### src/rtl/fft_pkg.sv
// fft_pkg: shared default width, complex type and rounding/saturation constants
package fft_pkg;
  localparam int FFT_DW_DEFAULT = 16;
  typedef struct packed {
    logic signed [FFT_DW_DEFAULT-1:0] re;
    logic signed [FFT_DW_DEFAULT-1:0] im;
  } cplx_t;
  function automatic longint rnd_of(input int w);
    return longint'(1) << (w - 2);
  endfunction
  function automatic longint max_of(input int w);
    return (longint'(1) << (w - 1)) - 1;
  endfunction
  function automatic longint min_of(input int w);
    return -(longint'(1) << (w - 1));
  endfunction
  localparam longint RND     = rnd_of(FFT_DW_DEFAULT);
  localparam longint SAT_MAX = max_of(FFT_DW_DEFAULT);
  localparam longint SAT_MIN = min_of(FFT_DW_DEFAULT);
endpackage

### src/rtl/fft_cmul.sv
// fft_cmul: three-stage complex multiply B*W (optionally conjugated W) with round half up
module fft_cmul
  import fft_pkg::*;
#(
  parameter int FFT_DW = FFT_DW_DEFAULT
) (
  input  logic                     clk,
  input  logic                     rst,
  input  logic                     in_valid,
  input  logic                     ifft,
  input  logic signed [FFT_DW-1:0] b_real,
  input  logic signed [FFT_DW-1:0] b_imag,
  input  logic signed [FFT_DW-1:0] tw_real,
  input  logic signed [FFT_DW-1:0] tw_imag,
  output logic                     out_valid,
  output logic signed [FFT_DW:0]   p_real,
  output logic signed [FFT_DW:0]   p_imag
);
  localparam int PW = 2 * FFT_DW + 1;
  localparam int MW = 2 * FFT_DW;
  localparam logic signed [PW-1:0] RND_W = PW'(rnd_of(FFT_DW));
  localparam logic signed [FFT_DW-1:0] TMAX = FFT_DW'(max_of(FFT_DW));
  localparam logic signed [FFT_DW-1:0] TMIN = FFT_DW'(min_of(FFT_DW));
  logic [1:0] v_q;
  logic signed [FFT_DW-1:0] br_q, bi_q, wr_q, wi_q, wi_d;
  logic signed [MW-1:0] mrr_q, mii_q, mri_q, mir_q;
  logic signed [PW-1:0] rr_d, ri_d;
  logic unused_bits;
  assign unused_bits = ^{rr_d[PW-1], rr_d[FFT_DW-2:0], ri_d[PW-1], ri_d[FFT_DW-2:0]};
  // conjugate the twiddle for the inverse transform; negating the most negative code saturates
  always_comb wi_d = !ifft ? tw_imag : tw_imag == TMIN ? TMAX : -tw_imag;
  // combine the partial products at full precision and add the half-LSB rounding constant
  always_comb begin
    rr_d = PW'(mrr_q) - PW'(mii_q) + RND_W;
    ri_d = PW'(mri_q) + PW'(mir_q) + RND_W;
  end
  // valid pipe for stages 1-3; only these bits are cleared by reset
  always_ff @(posedge clk or posedge rst)
    if (rst) {out_valid, v_q} <= '0;
    else {out_valid, v_q} <= {v_q, in_valid};
  // datapath: operand register, four multiplies, combine and shift down to FFT_DW+1 bits
  always_ff @(posedge clk) begin
    br_q   <= b_real;
    bi_q   <= b_imag;
    wr_q   <= tw_real;
    wi_q   <= wi_d;
    mrr_q  <= MW'(br_q) * MW'(wr_q);
    mii_q  <= MW'(bi_q) * MW'(wi_q);
    mri_q  <= MW'(br_q) * MW'(wi_q);
    mir_q  <= MW'(bi_q) * MW'(wr_q);
    p_real <= rr_d[PW-2:FFT_DW-1];
    p_imag <= ri_d[PW-2:FFT_DW-1];
  end
endmodule

### src/rtl/fft_butterfly.sv
// fft_butterfly: pipelined radix-2 butterfly X = A + B*W, Y = A - B*W with scaling and saturation
module fft_butterfly
  import fft_pkg::*;
#(
  parameter int FFT_N  = 10,
  parameter int FFT_DW = FFT_DW_DEFAULT
) (
  input  logic                     clk,
  input  logic                     rst,
  input  logic                     in_valid,
  input  logic                     ifft,
  input  logic                     scale,
  input  logic signed [FFT_DW-1:0] a_real,
  input  logic signed [FFT_DW-1:0] a_imag,
  input  logic signed [FFT_DW-1:0] b_real,
  input  logic signed [FFT_DW-1:0] b_imag,
  input  logic signed [FFT_DW-1:0] tw_real,
  input  logic signed [FFT_DW-1:0] tw_imag,
  output logic                     out_valid,
  output logic signed [FFT_DW-1:0] x_real,
  output logic signed [FFT_DW-1:0] x_imag,
  output logic signed [FFT_DW-1:0] y_real,
  output logic signed [FFT_DW-1:0] y_imag,
  input  logic                     ovf_clear,
  output logic                     ovf_sticky
);
  localparam int W = FFT_DW + 2;
  localparam logic signed [W-1:0] ONE  = W'(1);
  localparam logic signed [W-1:0] SMAX = W'(max_of(FFT_DW));
  localparam logic signed [W-1:0] SMIN = W'(min_of(FFT_DW));
  localparam logic signed [FFT_DW-1:0] TMAX = FFT_DW'(max_of(FFT_DW));
  localparam logic signed [FFT_DW-1:0] TMIN = FFT_DW'(min_of(FFT_DW));
  logic signed [FFT_DW-1:0] ar_q [3];
  logic signed [FFT_DW-1:0] ai_q [3];
  logic [2:0] sc_q;
  logic bw_v, ovf_d;
  logic signed [FFT_DW:0] bw_r, bw_i;
  logic signed [W-1:0] s_d [4];
  logic unused_n;
  assign unused_n = ^FFT_N;
  function automatic logic signed [W-1:0] scl(input logic sc, input logic signed [W-1:0] v);
    return sc ? (v + ONE) >>> 1 : v;
  endfunction
  function automatic logic ov(input logic signed [W-1:0] v);
    return v > SMAX || v < SMIN;
  endfunction
  function automatic logic signed [FFT_DW-1:0] sat(input logic signed [W-1:0] v);
    return v > SMAX ? TMAX : v < SMIN ? TMIN : v[FFT_DW-1:0];
  endfunction
  fft_cmul #(.FFT_DW(FFT_DW)) u_cmul (
    .clk(clk), .rst(rst), .in_valid(in_valid), .ifft(ifft),
    .b_real(b_real), .b_imag(b_imag), .tw_real(tw_real), .tw_imag(tw_imag),
    .out_valid(bw_v), .p_real(bw_r), .p_imag(bw_i)
  );
  // carry A and the scale flag alongside the three multiplier stages
  always_ff @(posedge clk) begin
    ar_q <= '{a_real, ar_q[0], ar_q[1]};
    ai_q <= '{a_imag, ai_q[0], ai_q[1]};
    sc_q <= {sc_q[1:0], scale};
  end
  // sum/difference with optional halving; overflow only counts for a valid sample
  always_comb begin
    s_d[0] = scl(sc_q[2], W'(ar_q[2]) + W'(bw_r));
    s_d[1] = scl(sc_q[2], W'(ai_q[2]) + W'(bw_i));
    s_d[2] = scl(sc_q[2], W'(ar_q[2]) - W'(bw_r));
    s_d[3] = scl(sc_q[2], W'(ai_q[2]) - W'(bw_i));
    ovf_d  = bw_v & (ov(s_d[0]) | ov(s_d[1]) | ov(s_d[2]) | ov(s_d[3]));
  end
  // output stage: load saturated results on valid, hold otherwise; a new overflow beats clear
  always_ff @(posedge clk or posedge rst)
    if (rst) begin
      out_valid  <= 1'b0;
      x_real     <= '0;
      x_imag     <= '0;
      y_real     <= '0;
      y_imag     <= '0;
      ovf_sticky <= 1'b0;
    end else begin
      out_valid  <= bw_v;
      x_real     <= bw_v ? sat(s_d[0]) : x_real;
      x_imag     <= bw_v ? sat(s_d[1]) : x_imag;
      y_real     <= bw_v ? sat(s_d[2]) : y_real;
      y_imag     <= bw_v ? sat(s_d[3]) : y_imag;
      ovf_sticky <= ovf_d | (ovf_sticky & ~ovf_clear);
    end
endmodule
### config.mk
export PLATFORM = sky130hd
export DESIGN_NAME = fft_butterfly
export DESIGN_NICKNAME = d
export VERILOG_FILES = /design/src/rtl/fft_pkg.sv /design/src/rtl/fft_cmul.sv /design/src/rtl/fft_butterfly.sv
export SDC_FILE = /design/constraint.sdc
export NUM_CORES = 2
export LEC_CHECK = 0
export BUFFER_PORTS_ARGS = -buffer_cell sky130_fd_sc_hd__buf_2
export CORE_MARGIN = 4
export CORE_UTILIZATION = 40
export DETAILED_ROUTE_END_ITERATION = 10
export PLACE_DENSITY = 0.56
export RECOVER_POWER = 50
export SLEW_MARGIN = 20
export SYNTH_ARGS = -nofsm -noshare
export SYNTH_HDL_FRONTEND = slang
export SYNTH_SLANG_ARGS = --single-unit
### constraint.sdc
create_clock -name clk -period 5.9 [get_ports clk]
set_input_delay 0.59 -clock clk [delete_from_list [all_inputs] [get_ports clk]]
set_output_delay 0.59 -clock clk [all_outputs]
set_load 0.005 [all_outputs]
==> metrics.md <==
| Metric | Value |
|---|---|
| First-pass GRT wire length | 260000 um |
| Starting Density | 0.403 |
| Worst EP arrival | 6.86 ns |
| Mux contribution to synthesized area | 0.00186 |
| Worst Reg2Reg Path Length in Cells | 26 |
| Slew margin rel. | -1.57 |
| Clock Skew | 0.0528 ns |
| Drt wl/cell | 18.3 um |
| Crit path depth | 26 |
| Commonest non-fill, non-tap cell in the layout | inv_1 |
| H-tree Lvls | 2 |
| Simple-gate share of the synthesized area | 0.149 |
| Post-DRT Antenna Nets | 0 |
| Starting DRT DRC Count | 2240 |
| Final setup fails | 32 |
| Maximum clock rate | 160 MHz |
| Asr flop ratio synth | 0.175 |
| Via density | 4.97 |
| CP endpoint kind | flop |
| Setup tns final | -4.54 ns |
| WL final | 166000 um |
| Net total in the final layout | 8750 |
| Failing checks | capacitance limit, slew limit, setup timing |
| Port buffer count | 167 |
| Post-synthesis average cell area | 9.13 um2 |
| EDFF count, synth | 0 |
| Fin crit period | 6.26 ns |
| Critical-path cell with the highest stage delay | fa_2 |
| Worst-Skew Late Latency | 0.68 ns |
| Die area | 151000 um2 |
| Fillers | 13600 |
| GRT Total Usage | 0.217 |
| TritonCTS Sinks | 394 |
| CP bufs+invs | 7 |
| Die Ht | 389 um |
| WHS Path Cells | 1 |
| I/O Pins | 168 |
| Chip width | 389 um |
| Share of cells above drive strength 1 | 0.194 |
| Distinct cell type count after synthesis | 105 |
| Worst Tran Pin Value | 3.86 ns |
| Slowest cell delay on critical path | 0.60 ns |
| Root buffer cell | clkbuf_16 |
| R2r setup slk | -0.36 ns |
| Xor/xnor cell area share of the yosys netlist | 0.0347 |
| Total gr overflow | 0 |
| HP Class | input pin to flop |
| Setup slack after layout | -0.365 ns |
| Initial antenna violation count | 7 |
| Clock slew at reported path FFs | 0.07 ns |
| Cell Rows | 139 |
| Most frequent cells in the layout | inv_1, fa_1, nand2_1 |
| Yosys warns | 0 |
| Main flop type after synthesis | dfxtp_1 |
| Maxcap violations | 2 |
| Slew Limit Fails | 154 |
| Critical path class | flop to flop |
| Synth Area in Adders | 0.476 |
| Drt pass-1 iters | 6 |
| Core area | 144000 um2 |
| Req. time, crit path | 6.50 ns |
| Vias | 44800 |
| Hpwl dp | 132000 um |
| DRC errors left | 0 |
| Synth Area in Compound Gates | 0.0907 |
| Hold Vio Cnt, Final | 0 |
| CTS tree | done |
| Synth Cell Area | 57900 um2 |
| Net Count, Synth | 8018 |
| Status | complete, but fails checks |
| CTS Buf Count | 54 |
| Number of synthesized register bits | 394 |
| Largest net degree at the start of global routing | 110 |
| Sequential fraction of the synthesis area | 0.142 |
| Area grow syn2layout | 22.9% |
| Clock buffer depth | 3 |
| RSZ-0062 raised after global routing | true |
| Main combinational cell family by area after synthesis | adder cells |
| Startpoint types | flop |
| Routability cong. | 0.884 |
| Critical path peak fanout | 3 |
| CP most frequent cell | a21o_1 |
| Final clock period utilization by the worst path | 1.06 |
| Vias in the first global route | 47400 |
| Gate Count Post-Synth | 6345 |
| Crit-path leading delay family | adder cells |
==> through the flow <==
step / cell area, um2 / hold WS (ns) / utilization / instances / setup WS (ns)
after floorplan: 58300 / 0.310 / - / 6345 / -0.0883
after global placement: 65400 / 0.311 / 0.455 / 8716 / -0.512
after detailed placement: 65400 / 0.312 / 0.455 / 8716 / -0.560
after CTS: 69300 / 0.00131 / 0.483 / 8947 / -0.262
after global routing: 71200 / 0.0234 / 0.496 / 9027 / -0.552
final: 71200 / 0.0539 / 0.496 / 9028 / -0.365
==> routing by layer <==
metal / routed length (um) / global-route usage / share of wire
met5: 13 / 0 / 0.000079
met4: 6100 / 0.0625 / 0.037
met3: 8440 / 0.0260 / 0.051
met2: 78100 / 0.368 / 0.47
met1: 72900 / 0.292 / 0.44
==> logic make-up (layout without fill, tap and decap cells) <==
family / Yosys count / after routing
simple gates: 1781 / 1781
mux: 10 / 10
buf+inv: 1617 / 2394
compound gates: 746 / 746
xor+xnor: 226 / 226
other cells: 0 / 3
fa+ha+maj: 1571 / 1571
flops: 394 / 394
==> cell type report <==
| cell class | count | area (um2) | area share |
|---|---|---|---|
| multi-input combinational | 4334 | 45100 | 0.633 |
| tap | 1903 | 2380 | 0.0334 |
| clock buffer | 59 | 1420 | 0.0200 |
| timing repair buffer | 939 | 8330 | 0.117 |
| sequential | 394 | 8340 | 0.117 |
| inverter | 1354 | 5090 | 0.0715 |
| clock inverter | 42 | 539 | 0.00757 |
| antenna | 3 | 7.51 | 0.000105 |
==> synth_stat cells, types with 11 or more instances <==
| cell type | instances | area [um2] |
|---|---|---|
| dfrtp_1 | 69 | 1730 |
| nand2_1 | 738 | 2770 |
| nor2_1 | 256 | 961 |
| or3_1 | 30 | 188 |
| o21a_1 | 59 | 443 |
| or4_1 | 13 | 97.6 |
| a21oi_1 | 177 | 886 |
| xnor2_1 | 168 | 1470 |
| xor2_1 | 54 | 473 |
| o21bai_1 | 19 | 143 |
| a211o_1 | 18 | 158 |
| dfxtp_1 | 325 | 6510 |
| nor3_1 | 78 | 390 |
| a21oi_2 | 11 | 96.3 |
| buf_2 | 11 | 55.1 |
| and2_1 | 385 | 2410 |
| a21o_1 | 77 | 578 |
| nand4_1 | 23 | 144 |
| or2_2 | 16 | 100 |
| nor2b_1 | 36 | 225 |
| and3_1 | 30 | 188 |
| nor4_1 | 11 | 68.8 |
| inv_1 | 1350 | 5070 |
| ha_1 | 519 | 6490 |
| clkbuf_1 | 236 | 886 |
| nand3_1 | 64 | 320 |
| a211oi_1 | 26 | 195 |
| a31oi_1 | 45 | 282 |
| o31ai_1 | 14 | 105 |
| nand2b_1 | 62 | 388 |
| o211ai_1 | 33 | 248 |
| fa_1 | 1052 | 21100 |
| a2111oi_0 | 11 | 96.3 |
| o21ai_0 | 107 | 536 |
==> what timing repair did <==
action | 4_1_cts | 5_1_grt
endpoints found under the setup margin | 45 | 50
hold buffers | 57 | 0
pin swaps | 78 | 193
setup buffers | 75 | 88
endpoints found under the hold margin | 57 | 0
resized for setup | 190 | 322
cloned | 5 | 6
==> path summary, 6_finish.rpt <==
path / start / end
max in group asynchronous: rst / u_cmul.out_valid
max: u_cmul.wr_q[1] / u_cmul.mir_q[30]
min in group asynchronous: rst / y_imag[10]
min: b_imag[2] / u_cmul.bi_q[2]
min reg2reg: ar_q[45] / ar_q[29]
max reg2reg: u_cmul.wr_q[1] / u_cmul.mir_q[30]
==> flip-flops by register name, indices dropped and copies added (netlist names), 17 cells and up <==
signal,count
ai_q,48
u_cmul.p_imag,17
u_cmul.mir_q,32
u_cmul.mrr_q,32
ar_q,48
u_cmul.mri_q,32
u_cmul.mii_q,32
u_cmul.p_real,17
Power is not shown: default switching activity piles up to over one toggle a cycle in this logic, so the estimate is an artifact.
